File: config.mk
export PLATFORM = sky130hd
export DESIGN_NAME = vend_seq_ctrl
export DESIGN_NICKNAME = d
export VERILOG_FILES = /design/src/rtl/vend_pkg.sv /design/src/rtl/vend_timer.sv /design/src/rtl/vend_seq_ctrl.sv
export SDC_FILE = /design/constraint.sdc
export NUM_CORES = 1
export LEC_CHECK = 0
export ABC_CLOCK_PERIOD_IN_PS = 3600
export CAP_MARGIN = 15
export CELL_PAD_IN_SITES_DETAIL_PLACEMENT = 1
export CELL_PAD_IN_SITES_GLOBAL_PLACEMENT = 1
export CORE_ASPECT_RATIO = 1.25
export CORE_MARGIN = 2
export CORE_UTILIZATION = 46
export DETAILED_ROUTE_END_ITERATION = 10
export GPL_TIMING_DRIVEN = 0
export PLACE_DENSITY_LB_ADDON = 0.2
export SYNTH_ARGS = -nofsm -noshare
export SYNTH_HDL_FRONTEND = slang
export SYNTH_SLANG_ARGS = --single-unit
export TNS_END_PERCENT = 10
File: constraint.sdc
create_clock -name clk -period 3.6 [get_ports clk]
set_input_delay 1.08 -clock clk [delete_from_list [all_inputs] [get_ports clk]]
set_output_delay 1.08 -clock clk [all_outputs]
set_load 0.005 [all_outputs]
File: src/rtl/vend_pkg.sv
// Shared definitions for the vending sequencing controller.
//   - state codes shown on the display bus
//   - width of half-yuan quantities (credit, refund)
//   - default timing constants for a 50 MHz clock
package vend_pkg;

  localparam int unsigned HALF_W = 4;

  localparam int unsigned DEF_PRICE_HALVES = 5;
  localparam int unsigned DEF_TIMEOUT_CYC  = 250_000_000;
  localparam int unsigned DEF_PULSE_CYC    = 25_000_000;
  localparam int unsigned DEF_GAP_CYC      = 25_000_000;

  typedef enum logic [2:0] {
    ST_IDLE    = 3'd0,
    ST_COLLECT = 3'd1,
    ST_VEND    = 3'd2,
    ST_RET_ON  = 3'd3,
    ST_RET_GAP = 3'd4
  } vend_state_e;

endpackage

File: src/rtl/vend_timer.sv
// Shared interval counter for the vending controller.
// Ports:
//   clk_i, rst_ni : clock, asynchronous active-low reset
//   clr_i         : restart the count at 0 (wins over en_i)
//   en_i          : advance the count by one
//   term_i        : terminal count for the current interval
//   done_o        : high while the count equals term_i
module vend_timer (
  input  logic        clk_i,
  input  logic        rst_ni,
  input  logic        clr_i,
  input  logic        en_i,
  input  logic [31:0] term_i,
  output logic        done_o
);

  logic [31:0] count_q, count_d;

  always_comb begin
    count_d = count_q;
    if (clr_i) begin
      count_d = '0;
    end else if (en_i) begin
      count_d = count_q + 32'd1;
    end
  end

  always_ff @(posedge clk_i or negedge rst_ni) begin
    if (!rst_ni) begin
      count_q <= '0;
    end else begin
      count_q <= count_d;
    end
  end

  assign done_o = (count_q == term_i);

endmodule

File: src/rtl/vend_seq_ctrl.sv
// Vending sequencing controller: accumulates credit from one-cycle coin
// flags, fires a timed vend strobe at the price, then returns change or a
// refund as a train of timed half-yuan pulses.
// Ports:
//   clk, rst_n          : clock, asynchronous active-low reset
//   coin_half, coin_one : one-cycle coin flags (both together add 3 halves)
//   cancel              : one-cycle refund request
//   credit              : current credit in half-yuan units
//   vend_out            : dispense strobe, PULSE_CYC cycles
//   change_out          : one PULSE_CYC pulse per half-yuan returned
//   coin_reject         : one-cycle pulse after a coin arrives while busy
//   busy                : high in VEND, RET_ON, RET_GAP
//   state_o             : state code for the display
module vend_seq_ctrl
  import vend_pkg::*;
#(
  parameter int unsigned PRICE_HALVES = DEF_PRICE_HALVES,
  parameter int unsigned TIMEOUT_CYC  = DEF_TIMEOUT_CYC,
  parameter int unsigned PULSE_CYC    = DEF_PULSE_CYC,
  parameter int unsigned GAP_CYC      = DEF_GAP_CYC
) (
  input  logic              clk,
  input  logic              rst_n,
  input  logic              coin_half,
  input  logic              coin_one,
  input  logic              cancel,
  output logic [HALF_W-1:0] credit,
  output logic              vend_out,
  output logic              change_out,
  output logic              coin_reject,
  output logic              busy,
  output logic [2:0]        state_o
);

  localparam logic [4:0]  PRICE5       = 5'(PRICE_HALVES);
  localparam logic [31:0] TERM_PULSE   = 32'(PULSE_CYC - 1);
  localparam logic [31:0] TERM_GAP     = 32'(GAP_CYC - 1);
  localparam logic [31:0] TERM_TIMEOUT = 32'(TIMEOUT_CYC - 1);

  vend_state_e       state_q, state_d;
  logic [HALF_W-1:0] credit_q, credit_d;
  logic [HALF_W-1:0] refund_q, refund_d;
  logic              vend_q, change_q, reject_q, busy_q;

  logic        coin;
  logic [4:0]  add5;
  logic [4:0]  sum5;
  logic        restart;
  logic        tmr_clr;
  logic        tmr_done;
  logic [31:0] tmr_term;

  assign coin = coin_half | coin_one;
  assign add5 = 5'({coin_one, coin_half});
  assign sum5 = {1'b0, credit_q} + add5;

  // One timer serves every interval; its terminal count follows the state.
  always_comb begin
    case (state_q)
      ST_COLLECT: tmr_term = TERM_TIMEOUT;
      ST_RET_GAP: tmr_term = TERM_GAP;
      default:    tmr_term = TERM_PULSE;
    endcase
  end

  always_comb begin
    state_d  = state_q;
    credit_d = credit_q;
    refund_d = refund_q;
    restart  = 1'b0;
    case (state_q)
      ST_IDLE, ST_COLLECT: begin
        // Cancel is checked before the vend threshold so a coin arriving
        // with cancel is refunded rather than spent.
        if (cancel && (state_q == ST_COLLECT || coin)) begin
          state_d  = ST_RET_ON;
          refund_d = sum5[HALF_W-1:0];
          credit_d = '0;
        end else if (coin) begin
          if (sum5 >= PRICE5) begin
            state_d  = ST_VEND;
            refund_d = 4'(sum5 - PRICE5);
            credit_d = '0;
          end else begin
            state_d  = ST_COLLECT;
            credit_d = sum5[HALF_W-1:0];
            restart  = 1'b1;
          end
        end else if (state_q == ST_COLLECT && tmr_done) begin
          state_d  = ST_RET_ON;
          refund_d = credit_q;
          credit_d = '0;
        end
      end
      ST_VEND: begin
        if (tmr_done) begin
          state_d = (refund_q != '0) ? ST_RET_ON : ST_IDLE;
        end
      end
      ST_RET_ON: begin
        if (tmr_done) begin
          state_d  = ST_RET_GAP;
          refund_d = refund_q - 4'd1;
        end
      end
      ST_RET_GAP: begin
        if (tmr_done) begin
          state_d = (refund_q != '0) ? ST_RET_ON : ST_IDLE;
        end
      end
      default: begin
        state_d  = ST_IDLE;
        credit_d = '0;
        refund_d = '0;
      end
    endcase
  end

  // Any state change or a fresh coin in COLLECT starts a new interval.
  assign tmr_clr = (state_d != state_q) || restart;

  vend_timer u_timer (
    .clk_i  (clk),
    .rst_ni (rst_n),
    .clr_i  (tmr_clr),
    .en_i   (state_q != ST_IDLE),
    .term_i (tmr_term),
    .done_o (tmr_done)
  );

  always_ff @(posedge clk or negedge rst_n) begin
    if (!rst_n) begin
      state_q  <= ST_IDLE;
      credit_q <= '0;
      refund_q <= '0;
      vend_q   <= 1'b0;
      change_q <= 1'b0;
      reject_q <= 1'b0;
      busy_q   <= 1'b0;
    end else begin
      state_q  <= state_d;
      credit_q <= credit_d;
      refund_q <= refund_d;
      // Strobes are registered from the next state so they align exactly
      // with the state they belong to.
      vend_q   <= (state_d == ST_VEND);
      change_q <= (state_d == ST_RET_ON);
      busy_q   <= (state_d == ST_VEND) || (state_d == ST_RET_ON) ||
                  (state_d == ST_RET_GAP);
      reject_q <= coin && ((state_q == ST_VEND) || (state_q == ST_RET_ON) ||
                           (state_q == ST_RET_GAP));
    end
  end

  assign credit      = credit_q;
  assign vend_out    = vend_q;
  assign change_out  = change_q;
  assign coin_reject = reject_q;
  assign busy        = busy_q;
  assign state_o     = state_q;

endmodule
# --- Word level (Yosys, flattened, before mapping) ---
# Index checks and enable logic that the tools add are counted.
classes:
  n_addsub: 4
  magnitude_cmp: 1
  n_eq_ne: 12
  n_mux: 26
  n_bitwise: 3
  n_reduce_logical: 18
ops:
  columns: ["operator", "count"]
  rows:
  - ["32-bit 2-to-1 mux", 2]
  - ["4-bit 2-to-1 mux", 9]
  - ["32-bit by 1-bit adder with 32-bit output, second input constant", 1]
  - ["32-bit by 28-bit == test with 1-bit output", 1]
  - ["28-bit 2-to-1 mux", 1]
  - ["3-bit 2-to-1 mux", 5]
  - ["3-bit by 2-bit == test with 1-bit output, second input constant", 4]
  - ["4-bit case mux with 3 select lines", 1]
  - ["3-bit case mux with 3 select lines", 1]
  - ["4-bit inequality test, second input constant", 2]
  - ["4-bit case mux with 2 select lines", 1]
  - ["3-bit == test, second input constant", 2]
  - ["1-bit logical OR", 6]
  - ["4-bit by 2-bit adder with 5-bit output", 1]
  - ["5-bit by 3-bit >= comparator with 1-bit output, second input constant", 1]
  - ["1-bit 2-to-1 mux", 4]
  - ["2-bit 2-to-1 mux", 2]
  - ["4-bit AND reduction", 1]
  - ["4-bit nonzero test", 1]
  - ["2-bit OR reduction", 2]
  - ["4-bit by 1-bit subtractor with 4-bit output, second input constant", 1]
  - ["4-bit by 3-bit subtractor with 4-bit output, second input constant", 1]
  - ["3-bit by 1-bit == test with 1-bit output, second input constant", 1]
  - ["1-bit logical AND", 3]
  - ["9 further kinds", 10]
totals:
  register_bits: 47
  inputBits: 5
  output_inout_bits: 11
  wordCells: 72

# --- Logic depth before layout (Yosys ltp) ---
logic_depth:
  ltp_word: 11
  ltp_mapped: 12

# --- By module ---
# Synthesis repeated with hierarchy kept, for this count alone.
hier_totals:
  hier_cells: 383
  hier_area_um2: 3444.6
modules_own_cells:
  columns: ["mod", "n_inst", "cells_per_inst", "area_each_um2", "seq_area_each_um2"]
  rows:
  - ["vend_timer", 1, 232, 2187.1, 800.8]
  - ["vend_seq_ctrl", 1, 151, 1257.5, 375.4]

# --- Worst setup path before layout ---
# No wires, ideal clock.
synth_path:
  path_kind: "input port to flip-flop"
  from: "input coin_half"
  to: "register u_timer.count_q[23]"
  setup_ns: 0.073
  arrival_ns: 3.715
  required_time_ns: 3.527
  path_slack_ns: -0.187
  cell_stages: 12
  cell_sequence: "ha_1 -> fa_1 -> inv_1 -> ha_1 -> or3_1 -> o32ai_1 -> or3_1 -> o22ai_1 -> nor4_2 -> o211ai_4 -> buf_6 -> nor2_1"
synth_between:
  elab_chain_cells: 9
  elab_cells_between_ends: 17
synth_rtl:
  columns: ["element", "line_no", "source"]
  rows:
  - ["start: declaration", "vend_seq_ctrl.sv:24", "input logic coin_half,"]
  - ["4-bit by 2-bit adder with 5-bit output", "vend_seq_ctrl.sv:55", "assign sum5 = {1'b0, credit_q} + add5;"]
  - ["5-bit by 3-bit >= comparator with 1-bit output", "vend_seq_ctrl.sv:80", "if (sum5 >= PRICE5) begin"]
  - ["2-bit 2-to-1 mux", "vend_seq_ctrl.sv:80", null]
  - ["3-bit 2-to-1 mux", "vend_seq_ctrl.sv:79", "end else if (coin) begin"]
  - ["3-bit 2-to-1 mux", "vend_seq_ctrl.sv:75", "if (cancel && (state_q == ST_COLLECT || coin)) begin"]
  - ["3-bit case mux with 3 select lines", "vend_seq_ctrl.sv:71", "case (state_q)"]
  - ["3-bit inequality test", "vend_seq_ctrl.sv:120", "assign tmr_clr = (state_d != state_q) || restart;"]
  - ["1-bit logical OR (*)", "vend_seq_ctrl.sv:120", null]
  - ["32-bit 2-to-1 mux / 2-bit nonzero test (equally long branches)", null, null]
  - ["end signal: assignment", "vend_timer.sv:32", "count_q <= count_d;"]
  - ["end: declaration", "vend_timer.sv:17", "logic [31:0] count_q, count_d;"]
# Every way passes the cells marked *; elsewhere a longest branch is shown, timed or not.
# A chain may end at the register's enable or synchronous reset.

# --- Worst setup path in the final report ---
layout_path:
  from: "input coin_half"
  to: "register u_timer.count_q[7]"
# Same word-level chain as after synthesis.

==> results.toml <==
[critical_path]
worst_r2r_endpoint = "u_timer.count_q[7]"
r2r_cells = 13
rrSetupSlack_ns = 0.50
endpoint_kind = "flip-flop"
reg2reg_from = "credit[0]"
crit_fanout = 8
crit_path_start_kind = "input port"
cp.required_ns = 3.80
critPathArrivalTime_ns = 3.67
critPathKind = "input port to flip-flop"

[synthesis]
synth_seq_cells = 47
synth_compound_area_share_pct = 13.9
synth_most_common_cell = "nor2_1"
synth_edf_count = 0
yosysWarnings = 0
netlist_top_cells_count = "nor2_1 (52), dfrtp_1 (47), nand2_1 (27), xor2_1 (26), o21ai_0 (16)"
avgSynthCellArea_um2 = 9.10
synth-simple-area-share_pct = 27.6
synth_top_area_share_pct = 40.8
synthMuxAreaShare_pct = 0.347
yosysSeqAreaShare_pct = 40.8
synth_fa_ha_area_share_pct = 3.30
synth-xor-area-share_pct = 10.3
synthTopCellsByArea = "dfrtp_1 (41%), xor2_1 (7.9%), nor2_1 (6.8%), nand2_1 (3.5%), o21ai_0 (2.8%)"
ys_async_sr_fraction_pct = 100
synth_top_family_by_area = "simple AND/OR/NAND/NOR gates"
synth_cell_type_count = 58
syn_area_um2 = 2880
ys.flop_type = "dfrtp_1"
netlist_instances = 317
synth_top_cell_by_area = "dfrtp_1"
syn_nets = 329

[clock_network]
clk_pin_slew_ns = 0.09
htree_num_levels = 2
clock_latency_ns = 0.31
cts_sinks = 47
hold_buffers = 0
root_buffer = "clkbuf_8"
cts_inserted_buffers = 5
cts_buffer_depth = 2
cts_tree = "yes"

[place]
io_buffers = 14
hpwlAfterDp_um = 5320
preCtsSetupSlack_ns = -1.10
dp.cells = 417
placed_area_um2 = 3170
routabilityCongestion = 0.808

[global_route]
grt_max_degree = 29
grt_antenna_before_repair = 0
grt_pass1_wl_um = 13000
grt_pass1_vias = 2658
grt_usage_pct = 24.6
overflow = 0

[layout]
finalNetCount = 361
drive_gt1_share_pct = 20.6
synthToLayoutAreaGrowth_pct = 21.3
diodes = 0
final_cell_count_no_fill = 435
fin_area_um2 = 3500

[power]
power_mw = 0.925
p_switching_mw = 0.237
sw_frac_of_total_pct = 25.6
power.density_nw_per_um2 = 264
internal_power_mw = 0.688
power_leakage_nw = 1.34
ir_drop_v = 0.000154
p_clk_share_pct = 36.2
power.share.sequential_pct = 57.6
power_frac_comb_pct = 6.2

[run]
maxCapViolCount = 0

[worst_hold_path]
hold-path-cell-count = 2
hp-class = "flip-flop to flip-flop"
holdPathEnd = "u_timer.count_q[13]"
min_from = "u_timer.count_q[13]"

[sta]
worst_pin_slew_ns = 0.985
tns_ns = 0
setup_slack_ns = 0.129
setup_viol = 0
final.setup_skew_ns = 0.00694
fin_crit_ns = 3.47
fin_crit_sh_pct = 96.4
slew-limit-headroom_pct = 33.7
fmax_mhz = 288
finalMaxSlewViolations = 0
finalHoldViolCount = 0
rsz0062_at_grt = "no"

[run_status]
status = "complete, no violations"

[floorplan]
ios = 16
die_height_um = 92.5
dieArea_um2 = 6920
core-area_um2 = 6130
rows = 32
die_x_um = 74.8
start_util_pct = 47.1

[drt]
route.vias.total = 2487
ant_nets = 0
routed_via_density = 5.72
dr.pass1.iters = 4
drc = 0
wl_per_cell_um = 17.5
drt_first_iter_violations = 112
drt-total-wl_um = 7620
==> flip-flops by register name, indices dropped and copies added, names as in the netlist <==
signal	flops
busy	1
change_out	1
coin_reject	1
credit	4
refund_q	4
state_o	3
u_timer.count_q	32
vend_out	1
==> per-layer routing <==
metal	GRT usage (%)	up-vias	routed length (um)
met2	46.0	22	4320
met5	0	-	0
met1	27.8	1271	3050
li1	-	1186	-
met3	3.59	8	137
met4	7.14	0	103
==> critical path: stages <==
cell,delay (ns)
buf_8,0.10
ha_4,0.15
fa_2,0.54
inv_2,0.06
ha_4,0.15
or3_4,0.39
o32ai_4,0.23
or3_4,0.19
buf_4,0.11
o21ai_0,0.06
o311a_2,0.16
o211ai_4,0.19
buf_6,0.21
nor2_2,0.04
==> how the worst max path moves through the flow <==
stage	to	startpoint	cells past startpoint
floorplan	refund_q[2]	coin_half	11
global placement	refund_q[2]	coin_half	12
detailed placement	refund_q[3]	coin_half	12
CTS	u_timer.count_q[13]	coin_half	13
global route	u_timer.count_q[16]	coin_half	14
finish	u_timer.count_q[7]	coin_half	14
==> cell usage in the layout (no fill, tap or decap), types with 6 or more instances in the layout <==
master / count
nand3_1: 11
nand2b_1: 6
inv_1: 6
o21ai_0: 15
buf_6: 7
buf_4: 9
nand4_1: 10
dfrtp_1: 47
nor2_2: 16
nor3_1: 10
clkdlybuf4s50_1: 11
xor2_1: 26
xnor2_1: 8
nand2_1: 27
nor2_1: 37
==> logic make-up (layout without fill, tap and decap cells) <==
kind of cell               after synthesis  count (layout)
xor gates and xnor gates                34              34
buffers and inverters                   19              52
and+or+nand+nor                        155             155
muxes                                    1               1
DFF                                     47              47
AOI/OAI and AO/OA                       54              54
adders and majority gates                7               7
==> repair_timing <==
action | 4_1_cts | 5_1_grt
pin swaps | 37 | 7
buffers inserted | 7 | 0
gates resized for setup | 47 | 2
setup endpoints to repair | 43 | 34
gates cloned | 3 | 0
==> stage by stage <==
step	hold WS (ns)	utilization [%]
after floorplan	0.488	-
after global placement	0.523	51.6
after detailed placement	0.540	51.8
after CTS	0.574	57.2
after global routing	0.602	57.1
final	0.573	57.1
==> power by group through the flow <==
stage	Sequential, mW	Clock (mW)	Combinational [mW]
floorplan	0.543	0	0.0235
global placement	0.543	0	0.0450
detailed placement	0.543	0	0.0487
CTS	0.533	0.335	0.0576
global route	0.533	0.354	0.0646
finish	0.533	0.335	0.0576
==> final cells by class <==
class,count,area [um2]
Sequential cell,47,1180
Timing Repair Buffer,25,241
Tap cell,85,106
Multi-Input combinational cell,251,1780
Fill cell,717,2630
Clock inverter,3,20.0
Clock buffer,5,68.8
Inverter,7,26.3
Buffer,12,82.6
(Power assumes the default switching activity.)
